[src/rtl/keypad_encoder.sv]
// Debounced 10-key decimal keypad encoder: one BCD digit plus a one-cycle loadn strobe per keystroke.
// Optional KEYPAD_SYNC_EN inserts a 2-flop synchronizer on the raw key lines.
module keypad_encoder #(
    parameter int unsigned DEBOUNCE_CYCLES = 50000,
    parameter int unsigned CNT_W           = 16
) (
    input  logic       clk,
    input  logic       clr,
    input  logic [9:0] keys,
    output logic [3:0] data,
    output logic       loadn,
    output logic       busy
);

    localparam int unsigned KEY_N  = 10;
    localparam int unsigned CODE_W = 4;
    localparam logic [CNT_W-1:0] CNT_LAST = CNT_W'(DEBOUNCE_CYCLES - 1);

    typedef enum logic [2:0] {
        S_IDLE,
        S_DEBOUNCE,
        S_EMIT,
        S_HOLD,
        S_RELEASE
    } state_t;

    state_t              r_state;
    state_t              w_state_nxt;
    logic [CNT_W-1:0]    r_cnt;
    logic [CNT_W-1:0]    w_cnt_nxt;
    logic [KEY_N-1:0]    r_pat;
    logic [KEY_N-1:0]    w_pat_nxt;
    logic [CODE_W-1:0]   r_code;
    logic [CODE_W-1:0]   w_code_nxt;
    logic [CODE_W-1:0]   r_data;
    logic                r_loadn;
    logic                r_busy;

    logic [KEY_N-1:0]    w_ks;
    logic                w_onehot;
    logic                w_none;
    logic [CODE_W-1:0]   w_enc;

`ifdef KEYPAD_SYNC_EN
    logic [KEY_N-1:0]    r_sync1;
    logic [KEY_N-1:0]    r_sync2;

    // Two-stage synchronizer for the asynchronous key lines
    always_ff @(posedge clk or posedge clr) begin
        if (clr) begin
            r_sync1 <= '0;
            r_sync2 <= '0;
        end else begin
            r_sync1 <= keys;
            r_sync2 <= r_sync1;
        end
    end

    assign w_ks = r_sync2;
`else
    assign w_ks = keys;
`endif

    // Exactly one key pressed: nonzero and clearing the lowest set bit leaves nothing
    assign w_none   = (w_ks == '0);
    assign w_onehot = !w_none && ((w_ks & (w_ks - KEY_N'(1))) == '0);

    always_comb begin
        w_enc = '0;
        for (int i = 0; i < int'(KEY_N); i++) begin
            if (w_ks[i]) begin
                w_enc = CODE_W'(i);
            end
        end
    end

    always_ff @(posedge clk or posedge clr) begin
        if (clr) begin
            r_state <= S_IDLE;
            r_cnt   <= '0;
            r_pat   <= '0;
            r_code  <= '0;
        end else begin
            r_state <= w_state_nxt;
            r_cnt   <= w_cnt_nxt;
            r_pat   <= w_pat_nxt;
            r_code  <= w_code_nxt;
        end
    end

    // Counter is compared before increment and cleared on every state entry
    always_comb begin
        w_state_nxt = r_state;
        w_cnt_nxt   = r_cnt;
        w_pat_nxt   = r_pat;
        w_code_nxt  = r_code;
        case (r_state)
            S_IDLE: begin
                if (w_onehot) begin
                    w_pat_nxt   = w_ks;
                    w_code_nxt  = w_enc;
                    w_cnt_nxt   = '0;
                    w_state_nxt = S_DEBOUNCE;
                end
            end
            S_DEBOUNCE: begin
                if (w_ks == r_pat) begin
                    if (r_cnt == CNT_LAST) begin
                        w_cnt_nxt   = '0;
                        w_state_nxt = S_EMIT;
                    end else begin
                        w_cnt_nxt = r_cnt + CNT_W'(1);
                    end
                end else begin
                    w_cnt_nxt   = '0;
                    w_state_nxt = S_IDLE;
                end
            end
            S_EMIT: begin
                w_cnt_nxt   = '0;
                w_state_nxt = S_HOLD;
            end
            S_HOLD: begin
                if (w_none) begin
                    w_cnt_nxt   = '0;
                    w_state_nxt = S_RELEASE;
                end
            end
            S_RELEASE: begin
                if (w_none) begin
                    if (r_cnt == CNT_LAST) begin
                        w_cnt_nxt   = '0;
                        w_state_nxt = S_IDLE;
                    end else begin
                        w_cnt_nxt = r_cnt + CNT_W'(1);
                    end
                end else begin
                    w_cnt_nxt = '0;
                end
            end
            default: begin
                w_cnt_nxt   = '0;
                w_state_nxt = S_IDLE;
            end
        endcase
    end

    // Outputs are registered from the next state so the strobe coincides with EMIT
    always_ff @(posedge clk or posedge clr) begin
        if (clr) begin
            r_data  <= '0;
            r_loadn <= 1'b1;
            r_busy  <= 1'b0;
        end else begin
            if (w_state_nxt == S_EMIT) begin
                r_data <= r_code;
            end
            r_loadn <= (w_state_nxt != S_EMIT);
            r_busy  <= (w_state_nxt != S_IDLE);
        end
    end

    assign data  = r_data;
    assign loadn = r_loadn;
    assign busy  = r_busy;

endmodule
[config.mk]
export PLATFORM = sky130hd
export DESIGN_NAME = keypad_encoder
export DESIGN_NICKNAME = d
export VERILOG_FILES = /design/src/rtl/keypad_encoder.sv
export SDC_FILE = /design/constraint.sdc
export NUM_CORES = 1
export LEC_CHECK = 0
export CORE_ASPECT_RATIO = 1.4
export CORE_UTILIZATION = 48
export CTS_CLUSTER_SIZE = 10
export DETAILED_ROUTE_END_ITERATION = 7
export PLACE_DENSITY_LB_ADDON = 0.08
export SYNTH_ARGS = -nofsm -noshare
export SYNTH_HDL_FRONTEND = slang
export SYNTH_SLANG_ARGS = --single-unit
[constraint.sdc]
create_clock -name clk -period 4.42 [get_ports clk]
set_input_delay 0.884 -clock clk [delete_from_list [all_inputs] [get_ports clk]]
set_output_delay 0.884 -clock clk [all_outputs]
set_load 0.02 [all_outputs]
==> flow_summary.ini <==
[outcome]
outcome = finished clean

[final_layout]
final_area_mm2 = 0.00252
fillerInstances = 418
drive_gt1_share_pct = 15.8
utilization_pct = 58.0
nNetsFinal = 240
final_common_cell = dfrtp_1
diodes = 0
syn2layout_area_growth_pct = 13.5
layout_common_cells = dfrtp_1 (38), nor2_1 (19), clkdlybuf4s50_1 (17), nand2_1 (13), nand3_1 (12)
multi_input_area_mm2 = 0.00113
seqCellArea_um2 = 977

[drt]
wl_per_cell_um = 15.8
dr_total_vias = 1665
dr.pass1.iters = 4
route.detailed.drc = 0
first_iter_violations = 108
viasPerCell = 5.78
ant_nets = 0
drt_wl_total_um = 4560

[critical_path]
r2r_start = r_pat[1]
startpoint = keys[7]
cp_num_buf_inv = 2
critPathArrivalTime_ps = 3530
path_cells = clkdlybuf4s50_1, xnor2_1, or3_1, a2111oi_2, nor2_1, nor3b_2, buf_4, mux2_2
regToRegSetupSlack_ps = 2080
cp_slowest_cell = clkdlybuf4s50_1
crit_type = input pin to flop
max_stage_delay_ps = 670
rr_worst_depth = 6
cpLargestDelayFamily = buffers and inverters
critPathMaxFanout = 11
endpoint_kind = flop
cp-start-kind = input pin
path_depth = 8
cp.required_ps = 4600

[pwr]
combPwrFrac_pct = 11.0
p_sw_share_pct = 23.6
p_per_area_mw_per_mm2 = 308
clockPowerShare_pct = 38.8
power.internal_mw = 0.592
total_power_mw = 0.775
p_switching_mw = 0.183
leakagePower_nw = 1.15
peakVddDrop_uv = 224
p_seq_share_pct = 50.3

[placed_design]
gp_congestion = 0.919
io_buffer_count = 17
hpwl_um = 3200
placed_area_mm2 = 0.00241
dp_slack_ps = 770

[sta]
skew_ps = 6.52
maxSlewHeadroom_pct = 47.4
drv_slew = 0
finalSetupViolCount = 0
period_share_pct = 75.8
worstMarginPinSlew_ps = 782
fin_crit_ps = 3350
finalHoldViolations = 0
rsz0062_at_grt = false
tns_ps = 0
setup_ws_ps = 1070
max_freq_mhz = 298

[logic_synthesis]
netlist_area_mm2 = 0.00222
syn_inst = 212
yosys_warnings = 0
synth_nets = 225
seq_area_frac_synth_pct = 44.0
async_flop_share_pct = 100
yosysUniqueCellTypes = 45
ys_ff_latch = 39
syn_area_per_cell_um2 = 10.5
synth_flop_cell = dfrtp_1
synth_edf_count = 0

[clocking]
cts_max_level = 2
insertion_delay_ps = 290
ctsHoldBuffers = 0
cts-root-buf = clkbuf_8
tritoncts = done
cts-resized-gates = 0
post_cts_buffers = 0
clk_pin_slew_worst_paths_ps = 80
cts_made_buffers = 5
cts_buffer_depth = 2
cts.sinks = 39

[global_routing]
grt_use_met2_pct = 35.8
grt_busiest_layer = met2
grt_max_degree = 40
antenna_found_initial = 0
met3_usage_pct = 3.74
grt_pass1_wl_um = 7380
met1_usage_pct = 23.4
track_usage_pct = 20.2
grt_pass1_vias = 1620
overflow = 0

[worst_hold_path]
hp-start = data[0]
hold_class = flop to flop
hold_depth = 1

[floorplan]
io_pins = 18
die_area_mm2 = 0.00490
rows = 28
start_util_pct = 51.1
dieWidth_um = 59.5
core_area_mm2 = 0.00434
die_y_um = 82.5

[flow_run]
maxCapViolCount = 0
flip-flops by register name, summed over array words and instances, names as in the netlist:
name	cells
r_pat	10
data	4
r_code	4
r_state	3
busy	1
r_cnt	16
loadn	1
Yosys cell counts (2+ instances only):
cell,number,area share [%]
o21ai_0,3,0.68
dfrtp_1,38,43
o31ai_1,2,0.68
nor4_1,2,0.56
nand4_1,4,1.1
inv_1,10,1.7
nand2_1,13,2.2
buf_2,2,0.45
a221o_1,11,5.0
nor2_1,19,3.2
a21oi_1,3,0.68
buf_4,2,0.68
or3_1,7,2.0
mux2_2,9,4.6
nand3_1,12,2.7
buf_6,3,1.5
clkbuf_1,4,0.68
mux2_4,8,5.4
or2_2,2,0.56
nor4b_1,2,0.79
a22o_1,5,2.0
and3_1,10,2.8
nor3_1,6,1.4
mux2i_1,2,0.90
xor2_1,3,1.2
xnor2_1,11,4.3
metrics by stage:
stage               hold WS, ps  instances
floorplan                   478        212
global placement            489        280
detailed placement          495        280
CTS                         512        288
global route                529        288
finish                      507        288
routing by layer:
| layer | up-vias | part of all wire, % |
|---|---|---|
| li1 | 802 | - |
| met1 | 829 | 43 |
| met2 | 30 | 53 |
| met3 | 4 | 2.8 |
| met4 | 0 | 1.2 |
| met5 | - | 0 |
cell families after synthesis:
family          synth area share (%)
simple gates                    20.0
flops                           44.0
buf+inv                         5.02
fa+ha+maj                       1.01
compound gates                  13.5
mux                             10.9
xor+xnor                        5.52
worst paths after layout:
path | end
max in group asynchronous | loadn
worst min-delay path | data[0]
worst max-delay path | r_pat[6]
worst min register to register | data[0]
worst max register to register | r_cnt[3]
min in group asynchronous | data[2]
final cells by class:
cell class | count | share of cell area [%]
tap | 60 | 2.98
multi-input combinational | 152 | 44.9
inverter | 10 | 1.49
clock buffer | 5 | 2.73
sequential | 39 | 38.8
clock inverter | 3 | 1.74
timing repair buffer | 19 | 7.35
power groups by stage:
| stage | clock network [mW] | logic (mW) | registers [mW] |
|---|---|---|---|
| after global placement | 0 | 0.0846 | 0.396 |
| after CTS | 0.308 | 0.0859 | 0.389 |
| after floorplan | 0 | 0.0649 | 0.393 |
| after detailed placement | 0 | 0.0850 | 0.397 |
| after global routing | 0.325 | 0.0925 | 0.391 |
| final | 0.300 | 0.0849 | 0.389 |
Note: power is estimated with default switching activity, not from simulation.
